File: src/rtl/rsa_pkg.sv
// Shared constants and the driver state encoding for the RSA host driver.
package rsa_pkg;
  localparam int KEY_W      = 128;
  localparam int WORD_W     = 32;
  localparam int LOAD_WORDS = 12;
  localparam int RES_WORDS  = 4;

  typedef enum logic [2:0] {IDLE, KICK, LOAD, WAIT, CAPTURE, DONE} state_t;
endpackage

File: src/rtl/rsa_word_collector.sv
// Assembles the core's result words into one wide result.
// start loads word 0 and zeroes the rest; capture writes word idx.
module rsa_word_collector #(
  parameter int WORD_W = 32,
  parameter int WORDS  = 4
) (
  input  logic                       clk,
  input  logic                       rst,
  input  logic                       clear,
  input  logic                       start,
  input  logic                       capture,
  input  logic [$clog2(WORDS)-1:0]   idx,
  input  logic [WORD_W-1:0]          word,
  output logic [WORDS*WORD_W-1:0]    res
);
  logic [WORDS-1:0][WORD_W-1:0] words;

  always_ff @(posedge clk or posedge rst) begin
    if (rst) begin
      words <= '0;
    end else if (clear) begin
      words <= '0;
    end else if (start) begin
      words    <= '0;
      words[0] <= word;
    end else if (capture) begin
      words[idx] <= word;
    end
  end

  assign res = words;
endmodule

File: src/rtl/rsa_host_driver.sv
// Host-side initiator for the 128-bit RSA core word interface: one job in flight.
// Optional WAIT watchdog is built when RSA_DRV_TIMEOUT_EN is defined.
module rsa_host_driver #(
  parameter int KEY_W   = 128,
  parameter int WORD_W  = 32,
  parameter int TIMEOUT = 65536
) (
  input  logic              clk,
  input  logic              rst,
  input  logic              in_valid,
  output logic              in_ready,
  input  logic [KEY_W-1:0]  in_msg,
  input  logic [KEY_W-1:0]  in_exp,
  input  logic [KEY_W-1:0]  in_mod,
  output logic              out_valid,
  input  logic              out_ready,
  output logic [KEY_W-1:0]  out_res,
  output logic              out_err,
  output logic              core_enable,
  output logic              core_write,
  output logic [WORD_W-1:0] core_data,
  input  logic [WORD_W-1:0] core_out,
  input  logic              core_flag
);
  import rsa_pkg::*;

  state_t               state, state_nx;
  logic [3*KEY_W-1:0]   buf_q;
  logic [3:0]           cnt;
  logic                 col_start, col_cap, col_clr, timeout_hit;

  always_ff @(posedge clk or posedge rst) begin
    if (rst) begin
      state <= IDLE;
      buf_q <= '0;
      cnt   <= '0;
    end else begin
      state <= state_nx;
      case (state)
        IDLE:    if (in_valid) begin
                   buf_q <= {in_mod, in_exp, in_msg};
                   cnt   <= '0;
                 end
        LOAD:    begin
                   buf_q <= buf_q >> WORD_W;
                   cnt   <= cnt + 4'd1;
                 end
        WAIT:    if (core_flag) cnt <= 4'd1;
        CAPTURE: cnt <= cnt + 4'd1;
        default: ;
      endcase
    end
  end

  always_comb begin
    state_nx    = state;
    in_ready    = 1'b0;
    out_valid   = 1'b0;
    core_enable = 1'b0;
    core_write  = 1'b0;
    core_data   = '0;
    col_start   = 1'b0;
    col_cap     = 1'b0;
    col_clr     = 1'b0;
    case (state)
      IDLE: begin
        in_ready = 1'b1;
        if (in_valid) state_nx = KICK;
      end
      KICK: begin
        core_enable = 1'b1;
        state_nx    = LOAD;
      end
      LOAD: begin
        core_write = 1'b1;
        core_data  = buf_q[WORD_W-1:0];
        if (cnt == 4'(LOAD_WORDS-1)) state_nx = WAIT;
      end
      WAIT: begin
        if (core_flag) begin
          col_start = 1'b1;
          state_nx  = CAPTURE;
        end else if (timeout_hit) begin
          // aborted jobs report a zero result alongside out_err
          col_clr  = 1'b1;
          state_nx = DONE;
        end
      end
      CAPTURE: begin
        col_cap = 1'b1;
        if (cnt == 4'(RES_WORDS-1)) state_nx = DONE;
      end
      DONE: begin
        out_valid = 1'b1;
        if (out_ready) state_nx = IDLE;
      end
      default: state_nx = IDLE;
    endcase
  end

`ifdef RSA_DRV_TIMEOUT_EN
  localparam int WD_W = $clog2(TIMEOUT+1);
  logic [WD_W-1:0] wd;
  logic            err;

  always_ff @(posedge clk or posedge rst) begin
    if (rst) begin
      wd  <= '0;
      err <= 1'b0;
    end else begin
      wd <= (state == WAIT) ? wd + 1'b1 : '0;
      if (col_clr)                         err <= 1'b1;
      else if (state == DONE && out_ready) err <= 1'b0;
    end
  end

  // wd counts cycles already spent in WAIT, so DONE lands TIMEOUT cycles after entry
  assign timeout_hit = (wd == WD_W'(TIMEOUT-1));
  assign out_err     = err;
`else
  assign timeout_hit = 1'b0;
  assign out_err     = 1'b0;
`endif

  rsa_word_collector #(.WORD_W(WORD_W), .WORDS(RES_WORDS)) u_collector (
    .clk     (clk),
    .rst     (rst),
    .clear   (col_clr),
    .start   (col_start),
    .capture (col_cap),
    .idx     (cnt[1:0]),
    .word    (core_out),
    .res     (out_res)
  );
endmodule
File: config.mk
export PLATFORM = sky130hd
export DESIGN_NAME = rsa_host_driver
export DESIGN_NICKNAME = d
export VERILOG_FILES = /design/src/rtl/rsa_pkg.sv /design/src/rtl/rsa_word_collector.sv /design/src/rtl/rsa_host_driver.sv
export SDC_FILE = /design/constraint.sdc
export NUM_CORES = 1
export LEC_CHECK = 0
export CAP_MARGIN = 25
export CORE_MARGIN = 3
export CORE_UTILIZATION = 45
export CTS_CLUSTER_SIZE = 24
export DETAILED_ROUTE_END_ITERATION = 6
export MAX_ROUTING_LAYER = met4
export PLACE_DENSITY = 0.77
export SLEW_MARGIN = 5
export SYNTH_ARGS = -nofsm -noshare
export SYNTH_HDL_FRONTEND = slang
export SYNTH_SLANG_ARGS = --single-unit
File: constraint.sdc
create_clock -name clk -period 19.5 [get_ports clk]
set_input_delay 2.925 -clock clk [delete_from_list [all_inputs] [get_ports clk]]
set_output_delay 2.925 -clock clk [all_outputs]
set_load 0.01 [all_outputs]
Word-level counts from Yosys, hierarchy flattened. Index checks and enable logic that the tools add are counted.

Bits in read-only memories: 0. Memories: 0. Input bits: 421. Bits in latches: 0. Bits in writable memories: 0. Flip-flop bits (word level): 519. Output and inout port bits: 165.

Reductions and logical operators: 9. Multiply operators: 0. Multiplexer cells: 24. Div/mod/pow operators: 0. Shift-type cells: 0. Order comparisons: 2. Bitwise operators: 0. Eq/ne operators: 12. $add $sub $neg: 1.

Operator list (count): $pmux W384 S2 (1); $mux W384 (1); $mux W128 (2); $bwmux W128 (1); $demux W32 S2 (1); $mux W32 (2); $pmux W3 S6 (1); $mux W3 (5); $pmux W4 S3 (1); $ne A2 B2 Y1 const B (5); $mux W4 (2); $mux W1 (7); $eq A3 B2 Y1 const B (2); $eq A3 B3 Y1 const B (2); $reduce_and A5 Y1 (1); $add A4 B1 Y4 const B (1); $eq A4 B2 Y1 const B (1); $eq A4 B4 Y1 const B (1); $reduce_bool A2 Y1 (2); $eq A3 B1 Y1 const B (1); $logic_not A3 Y1 (1); $lt A2 B3 Y1 const B (1); $reduce_and A3 Y1 (1); $reduce_bool A3 Y1 (1); 4 further kinds (4).

Longest topological paths before layout.
Word-level depth: 7. Depth in mapped cells: 8. Gate-level depth less buffers: 5.

By module. From an unflattened synthesis, not the netlist that was laid out.

Cells, all modules: 2157. Area, all modules: 22669.2 um2.

By module, submodules not included: rsa_host_driver (instances 1, sequential area each 9784.4 um2, cells each 1827, area each 17666.9 um2); rsa_word_collector (instances 1, sequential area each 3203.1 um2, cells each 330, area each 5002.3 um2).

Worst setup path before layout. Ideal clock, no wire load.

Path kind: flip-flop to output port. From: register state[0]. To: output core_data[0]. Stages on the path, launching flop included: 8. Slack: 14.989 ns. Arrival time: 1.586 ns. Path through: dfrtp_1 > buf_2 > or3b_1 > clkbuf_1 > inv_2 > buf_2 > buf_2 > and2_1.

Word-level cells in the longest chain between the ends: 2.

Ends and longest elaborated chain: start: declaration (RTL line rsa_host_driver.sv:27) `state_t state, state_nx;`; start signal: assignment (RTL line rsa_host_driver.sv:38) `state <= state_nx;`; $eq A3 B2 Y1 (RTL line rsa_host_driver.sv:65) `case (state)`; $mux W32 (RTL line rsa_host_driver.sv:65); end: declaration (RTL line rsa_host_driver.sv:21) `output logic [WORD_W-1:0] core_data,`.

Every way passes these cells.

Worst setup path in the final report.
From: register state[1]. To: output core_data[17].

Same word-level chain as after synthesis.

==> results.md <==
- Max Cap Viol: 0
- Setup Fix Bufs, Post-CTS: 0
- CTS sink cnt: 519
- Final Power: 0.005159 W
- Setup tns final: 0 ns
- DR vias/cell: 5.656
- Synth top area share: 0.5869
- Hold-fix buffers, CTS: 0
- Async SR Flop Fraction: 1.000
- Placer congestion estimate: 0.9168
- Die Area: 0.05187 mm2
- Root buffer cell: clkbuf_16
- Via count: 20,290
- Clock transition at path regs: roughly 0.06 ns
- Vias in the first global route: just over 20,000
- Port buffer count: 584
- CTS tree: built
- CTS Buf Count: 55
- Final #Nets: 3,292
- Total Wirelength: 79,800 um
- Layout cell share with drive strength beyond 1: 0.05236
- Routed WL per cell: about 22 um
- Post-route ant nets: 0
- 1st-iter DRT viols: ~2,100
- Mapped Area: 0.02213 mm2
- # fillers: 4,019
- Critical Path RT: 16.57 ns
- Cts repair resizes: 0
- Endpoints failing hold: 0
- Hold Crit Class: flip-flop to flip-flop
- Synthesis Warnings: 0
- Mapped Nets: around 2,800
- Worst VDD drop: between 0.0001 and 0.00015 V
- Top FF cell, synth: dfrtp_1
- CTS Buffer Depth: 3
- CTS H-tree depth: 2
- Critical Path End Type: output port
- Yosys top cell by area: dfrtp_1
- Multi-input logic area: 0.008292 mm2
- Final setup viols: 0
- Rel. slew slack: 0.2258
- Cell variety after synth: 40
- Num rows: 80
- Pleak: 12.39 nW
- Hpwl dp: 55,170 um
- Overflow after GRT: 0
- Seq/Total Area, Yosys: 0.5869
- Mean Syn Cell Area: about 9.2 um2
- Post-synth EDFFs: 0
- Min Tclk post-route: 7.434 ns
- Num ports: 586
- Signal arrival time at the worst endpoint: 4.51 ns
- CP Class: flip-flop to output port
- Starting density of the core: 0.4596
- Antenna violations before repair: 29
- Final max-slew violation count: 0
- Storage element area: between 0.01 and 0.015 mm2
- First-pass GRT wire length: 120,800 um
- Commonest cells post-synth: nand2_1 (527), dfrtp_1 (519), nor2_1 (355)
- Synthesized flop and latch total: 519
- Chip width: 227.8 um
- Cell area power density: 171.2 mW/mm2
- Gr usage total: 0.3073
- Max frequency: 0.1345 GHz
- Clock Latency Late Sink: around 0.60 ns
- Worst Path Max Fanout: 108
- Largest net degree at the start of global routing: 227
- Crit start category: flip-flop
- RSZ-0062 raised after global routing: false
- Actual slew at the worst max-slew pin: 1.161 ns
- Mapped Cells: ~2,400
- Clock skew: 0.02682 ns
- Status: finished clean
- Fin crit share: 0.3812
- Drc violations: 0
- Most numerous cell in the Yosys netlist: nand2_1
- Area grow syn2layout: 36.19%
- Die H: 227.8 um
- Drt pass-1 iters: 6
- Core footprint: 0.04815 mm2
- Top cells by area, synth: dfrtp_1 (59%), nand2_1 (8.9%), nor2_1 (6.0%), a31oi_1 (5.3%), o22ai_1 (4.8%)
==> cell families (layout without fill, tap and decap cells) <==
family / Yosys count / after routing / share of synthesized area
xor gates and xnor gates: 3 / 3 / 0.001188
other: 1 / 30 / 0.0001695
DFF: 519 / 519 / 0.5869
muxes: 32 / 32 / 0.01628
buffers and inverters: 220 / 712 / 0.04150
and+or+nand+nor: 1138 / 1138 / 0.2129
AOI/OAI and AO/OA: 493 / 493 / 0.1382
adders and majority gates: 5 / 5 / 0.002827
==> final timing paths <==
| kind | to | slack [ns] | start | depth (start not counted) |
|---|---|---|---|---|
| worst max-delay path | core_data[17] | 12.07 | state[1] | 5 |
| worst min-delay path | buf_q[16] | 0.49 | buf_q[16] | 2 |
| worst max register to register | buf_q[361] | 15.63 | state[1] | 6 |
| worst min register to register | buf_q[16] | 0.49 | buf_q[16] | 2 |
| max in group asynchronous | buf_q[55] | 14.24 | rst | 4 |
| min in group asynchronous | u_collector.res[35] | 2.93 | rst | 2 |
==> where the power goes <==
part           switching (W)  internal (W)  leakage (nW)
registers           0.000348       0.00160          6.12
clock network       0.000428      0.000606         0.868
logic                0.00125      0.000924          5.40
total                0.00203       0.00313          12.4
==> cell type report <==
type                            instances  share of cell area
Sequential cell                       519              0.4309
Multi-Input combinational cell       1672              0.2751
Clock buffer                           85             0.05505
Inverter                                7            0.001287
Tap cell                              656             0.02723
Antenna cell                           29            0.002408
Clock inverter                          9            0.003612
Timing Repair Buffer                  611              0.2043
==> flip-flops by register name, indices dropped and copies added, names as in the netlist <==
signal / cells
buf_q: 384
state: 3
u_collector.res: 128
cnt: 4
==> cell usage in the layout, fill, tap and decap left out, drive strengths merged, types with 29 or more instances in the layout <==
| master | n |
|---|---|
| a22o | 35 |
| dfrtp | 519 |
| mux2 | 32 |
| nand3 | 34 |
| diode | 29 |
| clkdlybuf4s50 | 584 |
| clkbuf | 85 |
| a21oi | 33 |
| o21ai | 65 |
| a31oi | 186 |
| nor2 | 355 |
| and2 | 32 |
| nand2 | 527 |
| nor3 | 172 |
| o22ai | 170 |
==> worst max-delay path, stage by stage, from the launching register on <==
cell	delay, ns
dfrtp_1	0.87
or3b_4	0.73
inv_6	0.66
buf_4	0.65
and2_1	0.23
clkdlybuf4s50_1	0.55
==> per-stage QoR <==
step                      area [um2]  setup slack, ns  utilization  std cells  hold slack, ns
final                          30140            12.07       0.6260       3588          0.4940
after detailed placement       28240            12.78       0.5866       3463          0.4859
after global placement         28210            12.88       0.5860       3462          0.4824
after global routing           30140            11.88       0.6260       3588          0.5179
after CTS                      30010            12.12       0.6233       3557          0.4997
after floorplan                22130            2.077            -       2411          0.4660
==> metal layers <==
metal,routed length [um],global-route usage,vias to the layer above
li1,-,-,9263
met1,30080,0.3559,9931
met2,38790,0.5015,937
met3,7537,0.09119,161
met4,3391,0.1271,0
met5,0,-,-
Note: power is estimated with default switching activity, not from simulation.
